**config.mk**
```make
export PLATFORM = sky130hd
export DESIGN_NAME = ifetch_queue_flat
export DESIGN_NICKNAME = d
export VERILOG_FILES = /design/src/rtl/ifetch_queue_pkg.sv /design/src/rtl/ifetch_queue_if.sv /design/src/rtl/ifetch_queue_sync_fifo.sv /design/src/rtl/ifetch_queue.sv /design/src/flat_wrapper.sv
export SDC_FILE = /design/constraint.sdc
export NUM_CORES = 1
export LEC_CHECK = 0
export BUFFER_PORTS_ARGS = -buffer_cell sky130_fd_sc_hd__buf_2
export CAP_MARGIN = 5
export CORE_ASPECT_RATIO = 0.5
export CORE_MARGIN = 8
export CORE_UTILIZATION = 39
export DETAILED_ROUTE_END_ITERATION = 16
export HOLD_SLACK_MARGIN = 0.08
export PLACE_DENSITY = 0.65
export SYNTH_ARGS = -nofsm -noshare
export SYNTH_HDL_FRONTEND = slang
export SYNTH_HIERARCHICAL = 1
export SYNTH_SLANG_ARGS = --single-unit
```
**constraint.sdc**
```tcl
create_clock -name clk -period 5.95 [get_ports clk]
set_input_delay 0.8925 -clock clk [delete_from_list [all_inputs] [get_ports clk]]
set_output_delay 0.8925 -clock clk [all_outputs]
set_load 0.01 [all_outputs]
```
**src/rtl/ifetch_queue_pkg.sv**
```systemverilog
// Shared widths, types and defaults for the instruction fetch queue.
// A fetch entry pairs an instruction word with the address it was read from.
package ifetch_queue_pkg;
  localparam int A_BITS     = 8;
  localparam int INSTR_BITS = 16;

  typedef logic [A_BITS-1:0]     addr_t;
  typedef logic [INSTR_BITS-1:0] instr_t;

  typedef struct packed {
    addr_t  pc;
    instr_t instr;
  } fetch_entry_t;

  localparam addr_t RESET_PC_DEFAULT = '0;
endpackage

```
**src/rtl/ifetch_queue_if.sv**
```systemverilog
// Fetch-stage bus: program memory port, decode handshake and branch redirect.
// The fetch stage is the master: it drives the PC and the decode-side head entry.
interface ifetch_queue_if;
  import ifetch_queue_pkg::*;

  addr_t  pc;
  instr_t instr;
  logic   if_valid;
  instr_t if_instr;
  addr_t  if_pc;
  logic   id_ready;
  logic   br_taken;
  addr_t  br_target;

  modport master (
    output pc, if_valid, if_instr, if_pc,
    input  instr, id_ready, br_taken, br_target
  );

  modport slave (
    input  pc, if_valid, if_instr, if_pc,
    output instr, id_ready, br_taken, br_target
  );
endinterface

```
**src/rtl/ifetch_queue_sync_fifo.sv**
```systemverilog
// Small synchronous FIFO with flush; the head entry is read combinationally
// so a word written at one edge is visible right after it. Reads 0 when empty.
module ifetch_queue_sync_fifo
  import ifetch_queue_pkg::*;
#(
  parameter type T     = fetch_entry_t,
  parameter int  DEPTH = 4,
  localparam int PW    = $clog2(DEPTH),
  localparam int CW    = PW + 1
) (
  input  logic          clk,
  input  logic          rst,
  input  logic          flush,
  input  logic          push,
  input  logic          pop,
  input  T              wdata,
  output T              rdata,
  output logic [CW-1:0] count
);
  T                mem_reg [DEPTH];
  logic [PW-1:0]   wr_ptr_reg;
  logic [PW-1:0]   rd_ptr_reg;
  logic [CW-1:0]   count_reg;

  // Storage carries no reset: slots beyond count are never observed.
  always_ff @(posedge clk) begin
    if (push) begin
      mem_reg[wr_ptr_reg] <= wdata;
    end
  end

  always_ff @(posedge clk) begin
    if (!rst || flush) begin
      wr_ptr_reg <= '0;
      rd_ptr_reg <= '0;
      count_reg  <= '0;
    end else begin
      if (push) wr_ptr_reg <= wr_ptr_reg + 1'b1;
      if (pop)  rd_ptr_reg <= rd_ptr_reg + 1'b1;
      case ({push, pop})
        2'b10:   count_reg <= count_reg + 1'b1;
        2'b01:   count_reg <= count_reg - 1'b1;
        default: count_reg <= count_reg;
      endcase
    end
  end

  assign rdata = (count_reg != '0) ? mem_reg[rd_ptr_reg] : T'('0);
  assign count = count_reg;
endmodule

```
**src/rtl/ifetch_queue.sv**
```systemverilog
// Instruction fetch stage: owns the PC, prefetches {pc, instr} pairs into a
// queue and hands the head to decode over valid/ready; redirects flush it.
module ifetch_queue
  import ifetch_queue_pkg::*;
#(
  parameter int    DEPTH    = 4,
  parameter addr_t RESET_PC = RESET_PC_DEFAULT
) (
  input  logic          clk,
  input  logic          rst,
  ifetch_queue_if.master fq
);
  localparam int             CW   = $clog2(DEPTH) + 1;
  localparam logic [CW-1:0]  FULL = CW'(DEPTH);

  addr_t         pc_reg;
  addr_t         pc_next;
  logic [CW-1:0] count;
  fetch_entry_t  head;
  fetch_entry_t  wentry;
  logic          valid;
  logic          pop;
  logic          push;

  assign valid  = (count != '0);
  assign pop    = valid & fq.id_ready;
  // A full queue still accepts a fetch when the head leaves in the same cycle.
  assign push   = ~fq.br_taken & ((count < FULL) | pop);
  assign wentry = '{pc: pc_reg, instr: fq.instr};

  always_comb begin
    pc_next = pc_reg;
    if (fq.br_taken) begin
      pc_next = fq.br_target;
    end else if (push) begin
      pc_next = pc_reg + 1'b1;
    end
  end

  always_ff @(posedge clk) begin
    if (!rst) begin
      pc_reg <= RESET_PC;
    end else begin
      pc_reg <= pc_next;
    end
  end

  ifetch_queue_sync_fifo #(
    .T     (fetch_entry_t),
    .DEPTH (DEPTH)
  ) u_fifo (
    .clk   (clk),
    .rst   (rst),
    .flush (fq.br_taken),
    .push  (push),
    .pop   (pop & ~fq.br_taken),
    .wdata (wentry),
    .rdata (head),
    .count (count)
  );

  assign fq.pc       = pc_reg;
  assign fq.if_valid = valid;
  assign fq.if_instr = head.instr;
  assign fq.if_pc    = head.pc;
endmodule
```
**src/flat_wrapper.sv**
```systemverilog
// flat-port wrapper written by rule: the top's interface ports become plain ports
module ifetch_queue_flat import ifetch_queue_pkg::*;
#(
  parameter int    DEPTH    = 4,
  parameter addr_t RESET_PC = RESET_PC_DEFAULT
)
  (clk, rst, fq_pc, fq_if_valid, fq_if_instr, fq_if_pc, fq_instr, fq_id_ready, fq_br_taken, fq_br_target);
  ifetch_queue_if fq_i ();
  input  logic clk;
  input  logic rst;
  output wire logic [$bits(fq_i.pc)-1:0] fq_pc;
  output wire logic [$bits(fq_i.if_valid)-1:0] fq_if_valid;
  output wire logic [$bits(fq_i.if_instr)-1:0] fq_if_instr;
  output wire logic [$bits(fq_i.if_pc)-1:0] fq_if_pc;
  input wire logic [$bits(fq_i.instr)-1:0] fq_instr;
  input wire logic [$bits(fq_i.id_ready)-1:0] fq_id_ready;
  input wire logic [$bits(fq_i.br_taken)-1:0] fq_br_taken;
  input wire logic [$bits(fq_i.br_target)-1:0] fq_br_target;
  assign fq_pc = fq_i.pc;
  assign fq_if_valid = fq_i.if_valid;
  assign fq_if_instr = fq_i.if_instr;
  assign fq_if_pc = fq_i.if_pc;
  assign fq_i.instr = fq_instr;
  assign fq_i.id_ready = fq_id_ready;
  assign fq_i.br_taken = fq_br_taken;
  assign fq_i.br_target = fq_br_target;
  ifetch_queue #(.DEPTH(DEPTH), .RESET_PC(RESET_PC)) u_core (.clk(clk), .rst(rst), .fq(fq_i));
endmodule
```
==> results_dict.tcl, run 1 <==
set metrics [dict create \
    largest_reg_flops 96 \
    synth_cell_type_count 36 \
    syn_area_um2 4590 \
    routedWlPerCell_um 17.7 \
    max_cap_viol_count 0 \
    routed_via_density 4.76 \
    grt_pass1_vias 2674 \
    synth_ff_type "edfxtp_1" \
    rows 28 \
    max_freq_mhz 315 \
    grt_max_degree 25 \
    ios 61 \
    final_common_cell "edfxtp_1" \
    final_nets 358 \
    cts_max_path_buffers 2 \
    crit_fanout 24 \
    die_area_um2 15700 \
    worstPathBufferInverterCount 1 \
    cts_tree "yes" \
    status "finished, final reports clean" \
    initial_core_util_pct 39.5 \
    yosys_warnings 6 \
    post_cts_buffers 0 \
    clock_skew_ns 0.00624 \
    avgSynthCellArea_um2 18.4 \
    postLayoutCoreUtil_pct 48.5 \
    cts_made_buffers 17 \
    grt_first_pass_wirelength_um 14100 \
    tightest_slew_ns 1.23 \
    fill_cells 1015 \
    maxSlewHeadroom_pct 18.0 \
    design_area_um2 5640 \
    die_h_um 92.7 \
    die_w_um 169 \
    synth_edf_count 96 \
    power.total_mw 2.00 \
    antenna_found_initial 0 \
    async_reset_ff_share_pct 0 \
    critPathKind "reg -> out" \
    wl_um 8880 \
    ant_nets 0 \
    post-route-min-period_ns 3.17 \
    maxSlewViolCount 0 \
    drc_errors 0 \
    synthCells 250 \
    p_leak_nw 2.11 \
    cp_slowest_cell "dfxtp_1" \
    h-tree-depth 4 \
    clock-sinks 113 \
    grtUsageTotal_pct 12.0 \
    cts.repair.resized 0 \
    grt_overflow 0 \
    drt_iter0_markers 114 \
    crit_arrival_ns 2.28 \
    synthesis.nets 285 \
    crit_chain "mux4_2, and2b_1, buf_2" \
    hold_viol 0 \
    diodes 0 \
    area_delta_synth_final_pct 22.8 \
    insertion_delay_ns 0.40 \
    min_path_type "reg -> reg" \
    drive_above_1_share_pct 35.7 \
    place_area_um2 5040 \
    synth_seq_area_share_pct 70.2 \
    vias 2383 \
    hpwl_um 5700 \
    setup_violations 0 \
    vdd_drop_max_mv 0.222 \
    postCtsHoldBufs 0 \
    root_buffer "clkbuf_16" \
    clkTransAtPathRegs_ns 0.05 \
    crit_family "flip-flops" \
    setup_tns_ns 0 \
    end_kind "output pin" \
    period_share_pct 53.3 \
    portBuffers 60 \
    required_ns 5.06 \
    gp_congestion 0.726 \
    rsz0062_at_grt "false" \
    final_cell_mix "96 x edfxtp_1, 60 x buf_2, 22 x and2b_1" \
    core_um2 11600 \
    power_density_nw_per_um2 354 \
    detail_route.first_pass.iterations 4 \
    synth_seq_cells 113 \
    slowest_delay_ns 1.13 \
    cp-start-kind "register" \
]
metal layers:
metal | vias to the layer above | share of wire [%] | global-route usage (%)
li1 | 1115 | - | -
met1 | 1197 | 45 | 14.1
met2 | 69 | 50 | 20.4
met3 | 2 | 4.2 | 4.58
met4 | 0 | 0.34 | 3.29
met5 | - | 0 | 0
per-stage QoR:
stage,cells,hold WS [ns],worst slack [ns]
after CTS,501,0.535,2.73
after global routing,501,0.570,2.65
after floorplan,250,0.479,3.29
final,501,0.531,2.78
after global placement,469,0.509,3.03
after detailed placement,469,0.526,2.93
synth_stat cells, types with 2 or more instances:
| library cell | number | area share, % |
|---|---|---|
| edfxtp_1 | 96 | 63 |
| and2b_1 | 22 | 3.6 |
| mux4_2 | 20 | 9.8 |
| dfxtp_1 | 17 | 7.4 |
| a21oi_1 | 8 | 0.87 |
| nor2_1 | 8 | 0.65 |
| o21ai_0 | 8 | 0.87 |
| inv_1 | 7 | 0.57 |
| xor2_1 | 7 | 1.3 |
| and2_1 | 6 | 0.82 |
| ha_1 | 6 | 1.6 |
| nand2_1 | 5 | 0.41 |
| mux4_1 | 4 | 2.3 |
| xnor2_1 | 4 | 0.76 |
| buf_2 | 3 | 0.33 |
| buf_12 | 2 | 0.87 |
| clkbuf_1 | 2 | 0.16 |
| dlygate4sd1_1 | 2 | 0.38 |
| mux2i_1 | 2 | 0.44 |
| nand2b_1 | 2 | 0.27 |
| nand4_1 | 2 | 0.27 |
| nor2b_1 | 2 | 0.27 |
| or3_1 | 2 | 0.27 |
logic make-up (layout without fill, tap and decap cells):
group / after synthesis / after routing / synth area share, %
flip-flops: 113 / 113 / 70.2
AND/OR/NAND/NOR: 55 / 55 / 7.82
multiplexers: 26 / 26 / 12.5
AO/OA/AOI/OAI: 20 / 20 / 2.56
buffers and inverters: 18 / 104 / 2.73
XOR/XNOR: 11 / 11 / 2.10
adder cells (fa/ha/maj): 7 / 7 / 2.07
worst paths after layout:
kind	start	to	slack [ns]	depth (start not counted)
max	register	fq_if_instr[10]	2.78	3
min	u_core/u_fifo/rd_ptr_reg[1]$_SDFFE_PP0P_	register	0.53	2
max reg2reg	u_core/u_fifo/count[2]$_SDFFE_PP0P_	u_core/u_fifo/count[2]$_SDFFE_PP0P_	3.55	9
min reg2reg	u_core/u_fifo/rd_ptr_reg[1]$_SDFFE_PP0P_	register	0.53	2
cell type report:
type | count | area [um^2] | area share, %
Clock buffer | 18 | 429 | 7.61
Clock inverter | 14 | 166 | 2.95
Inverter | 7 | 26.3 | 0.466
Multi-Input combinational cell | 119 | 1250 | 22.1
Sequential cell | 113 | 3220 | 57.2
Tap cell | 165 | 206 | 3.66
Timing Repair Buffer | 65 | 338 | 5.99
worst register-to-register path, stage by stage, from the launching register on:
cell and delay (ns):
dfxtp_1 0.40, nand2b_1 0.26, and2_1 0.34, inv_1 0.08, ha_1 0.19, inv_1 0.06, fa_1 0.37, xor2_1 0.16
or3_1 0.31, a21oi_1 0.15
power by group:
group	total, mW	switching (mW)	internal, mW
combinational	0.0947	0.0493	0.0455
clock	0.999	0.344	0.655
sequential	0.903	0.0176	0.885
Power figures use the tool's default switching activity.
==> run 2, diff against run 1 <==
==> constraint.sdc (replaced) <==
create_clock -name clk -period 3.3 [get_ports clk]
set_input_delay 0.495 -clock clk [delete_from_list [all_inputs] [get_ports clk]]
set_output_delay 0.495 -clock clk [all_outputs]
set_load 0.01 [all_outputs]
==> results_dict.tcl, run 2 (synthesis results as in run 1) <==
set metrics [dict create \
    initial_core_util_pct 39.5 \
    gp_congestion 0.710 \
    fill_cells 994 \
    h-tree-depth 4 \
    grt_overflow 0 \
    post_cts_buffers 0 \
    status "finished, final reports clean" \
    grt_pass1_vias 2718 \
    setup_tns_ns 0 \
    min_path_type "in -> reg" \
    die_h_um 92.7 \
    insertion_delay_ns 0.40 \
    final_cell_mix "96 x edfxtp_1, 60 x buf_2, 22 x and2b_1" \
    setup_violations 0 \
    area_delta_synth_final_pct 21.7 \
    power.total_mw 3.41 \
    largest_reg_flops 96 \
    diodes 0 \
    place_area_um2 5060 \
    wl_um 8960 \
    end_kind "output pin" \
    ant_nets 0 \
    core_um2 11600 \
    period_share_pct 83.7 \
    tightest_slew_ns 0.739 \
    grt_max_degree 25 \
    root_buffer "clkbuf_16" \
    final_nets 360 \
    power_density_nw_per_um2 611 \
    hpwl_um 5820 \
    cts.repair.resized 0 \
    drive_above_1_share_pct 35.0 \
    portBuffers 60 \
    finalNonFillerCells 502 \
    grt_first_pass_wirelength_um 14400 \
    die_area_um2 15700 \
    drc_errors 0 \
    detail_route.first_pass.iterations 4 \
    routed_via_density 4.86 \
    hold_viol 0 \
    rows 28 \
    ios 61 \
    cts_max_path_buffers 2 \
    drt_iter0_markers 157 \
    max_cap_viol_count 0 \
    rsz0062_at_grt "false" \
    max_freq_mhz 362 \
    place_inst 471 \
    maxSlewViolCount 0 \
    vdd_drop_max_mv 0.374 \
    required_ns 2.80 \
    die_w_um 169 \
    critPathKind "reg -> out" \
    cp-start-kind "register" \
    routedWlPerCell_um 17.8 \
    clock-sinks 113 \
    p_leak_nw 2.09 \
    vias 2442 \
    maxSlewHeadroom_pct 50.7 \
    clock_skew_ns 0.00739 \
    postCtsHoldBufs 0 \
    design_area_um2 5590 \
    cts_made_buffers 17 \
    post-route-min-period_ns 2.76 \
    clkTransAtPathRegs_ns 0.05 \
    final_common_cell "edfxtp_1" \
    antenna_found_initial 0 \
    grtUsageTotal_pct 12.2 \
    crit_fanout 15 \
    cts_tree "yes" \
    crit_arrival_ns 2.27 \
]
## run 2: cell types whose count changed in the layout (fill, tap and decap cells not counted)
cell,change
buf_4,+2
bufinv_16,-2
clkbuf_1,+1
clkinv_1,+2
clkinv_4,-3
clkinvlp_4,+1
## run 2: routing by layer
layer | share of wire, % | global-route usage [%] | up-vias
li1 | - | - | 1116
met1 | 46 | 14.3 | 1241
met2 | 49 | 20.3 | 81
met3 | 4.9 | 4.41 | 4
met4 | 0.57 | 4.68 | 0
met5 | 0 | 0 | -
## run 2: per-stage QoR
stage,hold WS (ns),utilization [%],setup WS [ns]
after floorplan,0.479,-,1.04
after global placement,0.512,43.5,0.781
after detailed placement,0.526,43.5,0.617
after CTS,0.289,48.0,0.465
after global routing,0.291,48.0,0.392
final,0.308,48.0,0.536
## run 2: area by class of cell
cell class / count / area (um^2) / share of cell area (%)
Inverter: 7 / 26.3 / 0.470
Tap cell: 165 / 206 / 3.70
Sequential cell: 113 / 3220 / 57.7
Timing Repair Buffer: 67 / 353 / 6.32
Clock inverter: 12 / 95.1 / 1.70
Clock buffer: 19 / 433 / 7.75
Multi-Input combinational cell: 119 / 1250 / 22.4
## run 2: worst paths after layout
| check | start | endpoint | slack, ns | depth (start not counted) |
|---|---|---|---|---|
| setup / recovery | register | fq_if_pc[1] | 0.54 | 4 |
| hold / removal | fq_instr[9] | u_core/u_fifo/mem_reg[0][9]$_DFFE_PP_ | 0.31 | 1 |
| setup reg to reg | u_core/u_fifo/count[2]$_SDFFE_PP0P_ | u_core/u_fifo/count[2]$_SDFFE_PP0P_ | 0.87 | 9 |
| hold reg to reg | u_core/u_fifo/rd_ptr_reg[0]$_SDFFE_PP0P_ | u_core/u_fifo/rd_ptr_reg[0]$_SDFFE_PP0P_ | 0.54 | 2 |
## run 2: critical path, cell delays in order (launching register included)
cell and delay [ns]:
dfxtp_2 0.66, buf_4 0.34, mux4_2 0.54, and2b_1 0.18, buf_2 0.13
## run 2: where the power goes
group	leakage, nW	switching [mW]	internal, mW
Combinational	0.808	0.0894	0.0823
Clock	0.247	0.597	1.01
Sequential	1.03	0.0307	1.60
Total	2.09	0.717	2.69
==> run 3, diff against run 2 <==
==> constraint.sdc (replaced) <==
create_clock -name clk -period 2.7 [get_ports clk]
set_input_delay 0.405 -clock clk [delete_from_list [all_inputs] [get_ports clk]]
set_output_delay 0.405 -clock clk [all_outputs]
set_load 0.01 [all_outputs]
==> results_dict.tcl, run 3 (synthesis results as in run 1) <==
set metrics [dict create \
    cp_slowest_cell "mux4_1" \
    routed_via_density 4.78 \
    setup_slack_ns 0.401 \
    end_kind "output pin" \
    reg2reg_to "u_core/u_fifo/count[2]$_SDFFE_PP0P_" \
    place_inst 476 \
    fill_cells 976 \
    core_um2 11600 \
    rsz0062_at_grt "false" \
    crit_chain "buf_4, mux4_1, and2b_1, buf_2" \
    path_depth 4 \
    wl_um 8810 \
    cts_made_buffers 17 \
    pwr-share-clk_pct 49.5 \
    clkTransAtPathRegs_ns 0.05 \
    largest_reg_flops 96 \
    post_cts_buffers 0 \
    reg2reg_from "u_core/u_fifo/count[0]$_SDFFE_PP0P_" \
    min_path_type "in -> reg" \
    final_common_cell "edfxtp_1" \
    grt_first_pass_wirelength_um 14000 \
    swShare_pct 20.0 \
    maxSlewHeadroom_pct 68.6 \
    ant_nets 0 \
    die_w_um 169 \
    grt_overflow 0 \
    pre_cts_ws_ns 0.192 \
    diodes 0 \
    hpwl_um 5960 \
    antenna_found_initial 0 \
    ios 61 \
    die_area_um2 15700 \
    max_freq_mhz 435 \
    vias 2428 \
    maxSlewViolCount 0 \
    critPathKind "reg -> out" \
    routedWlPerCell_um 17.3 \
    portBuffers 60 \
    setup_violations 0 \
    regToRegSetupSlack_ns 0.54 \
    final_nets 365 \
    period_share_pct 85.1 \
    status "finished, final reports clean" \
    final_cell_mix "96 x edfxtp_1, 60 x buf_2, 22 x and2b_1" \
    clock-sinks 113 \
    crit_end "fq_if_instr[0]" \
    insertion_delay_ns 0.40 \
    setup_tns_ns 0 \
    root_buffer "clkbuf_16" \
    h-tree-depth 4 \
    hold_viol 0 \
    drive_above_1_share_pct 36.2 \
    gp_congestion 0.756 \
    seq_power_share_pct 45.6 \
    power_density_nw_per_um2 765 \
    vdd_drop_max_mv 0.487 \
    drt_iter0_markers 113 \
    cts.repair.resized 0 \
    hold_path_depth 1 \
    slowest_delay_ns 0.59 \
    rows 28 \
    postCtsHoldBufs 0 \
    finalNonFillerCells 508 \
    cp-start-kind "register" \
    p_int_mw 3.49 \
    grt_max_degree 25 \
    clock_skew_ns 0.00691 \
    drc_errors 0 \
    cts_max_path_buffers 2 \
    grtUsageTotal_pct 11.9 \
    area_delta_synth_final_pct 24.1 \
    detail_route.first_pass.iterations 4 \
    whs_ns 0.216 \
    crit_family "multiplexers" \
    required_ns 2.30 \
    cts_tree "yes" \
    initial_core_util_pct 39.5 \
    max_cap_viol_count 0 \
    worstPathBufferInverterCount 2 \
    die_h_um 92.7 \
    p_comb_share_pct 4.9 \
    crit_fanout 14 \
    p_sw_mw 0.872 \
    tightest_slew_ns 0.471 \
    grt_pass1_vias 2619 \
    p_leak_nw 2.15 \
    crit_arrival_ns 1.89 \
    post-route-min-period_ns 2.30 \
    rr_worst_depth 8 \
    power.total_mw 4.36 \
]
run 3: cell types whose count changed in the layout (fill, tap and decap cells not counted):
cell / delta
buf_12: +2
buf_4: +3
clkinv_1: -1
clkbuf_1: +1
bufinv_16: +2
clkinv_2: +1
clkinvlp_4: -2
run 3: worst reg2reg max path, delay by kind of cell (launching register included):
family | cells | cell delay [ns]
AO/OA/AOI/OAI | 1 | 0.15
XOR/XNOR | 1 | 0.17
adder cells (fa/ha/maj) | 2 | 0.59
buffers and inverters | 1 | 0.07
flip-flops | 1 | 0.41
AND/OR/NAND/NOR | 3 | 0.71
run 3: final cells by class:
class / count / area (um^2) / area share [%]
Multi-Input combinational cell: 119 / 1250 / 21.9
Tap cell: 165 / 206 / 3.62
Inverter: 7 / 26.3 / 0.461
Clock buffer: 20 / 437 / 7.66
Sequential cell: 113 / 3220 / 56.6
Timing Repair Buffer: 72 / 415 / 7.29
Clock inverter: 12 / 141 / 2.48
run 3: how the worst min path moves through the flow:
stage / start / endpoint / slack [ns]
floorplan: u_core/u_fifo/count[2]$_SDFFE_PP0P_ / u_core/u_fifo/count[2]$_SDFFE_PP0P_ / 0.48
global route: fq_instr[0] / u_core/u_fifo/mem_reg[1][0]$_DFFE_PP_ / 0.20
detailed placement: u_core/u_fifo/count[2]$_SDFFE_PP0P_ / u_core/u_fifo/count[2]$_SDFFE_PP0P_ / 0.53
finish: fq_instr[7] / u_core/u_fifo/mem_reg[2][7]$_DFFE_PP_ / 0.22
CTS: fq_instr[14] / u_core/u_fifo/mem_reg[1][14]$_DFFE_PP_ / 0.19
global placement: u_core/u_fifo/count[2]$_SDFFE_PP0P_ / u_core/u_fifo/count[2]$_SDFFE_PP0P_ / 0.50
run 3: power by group through the flow:
| stage | sequential (mW) | clock [mW] | combinational, mW |
|---|---|---|---|
| after global routing | 1.99 | 2.28 | 0.238 |
| after CTS | 1.99 | 2.21 | 0.220 |
| after floorplan | 2.01 | 0 | 0.123 |
| after global placement | 2.02 | 0 | 0.211 |
| after detailed placement | 2.02 | 0 | 0.219 |
| final | 1.99 | 2.16 | 0.214 |
run 3: metrics by stage:
step | instance area, um^2 | utilization (%)
3_3_place_gp | 5120 | 44.0
5_1_grt | 5700 | 49.0
4_1_cts | 5700 | 49.0
2_1_floorplan | 4590 | -
6_report | 5700 | 49.0
3_5_place_dp | 5120 | 44.0
run 3: per-layer routing:
metal | wire (um) | share of wire, % | track usage [%]
met5 | 0 | 0 | 0
met4 | 95 | 1.1 | 5.05
met3 | 353 | 4.0 | 4.24
met2 | 4310 | 49 | 19.7
met1 | 4040 | 46 | 14.1
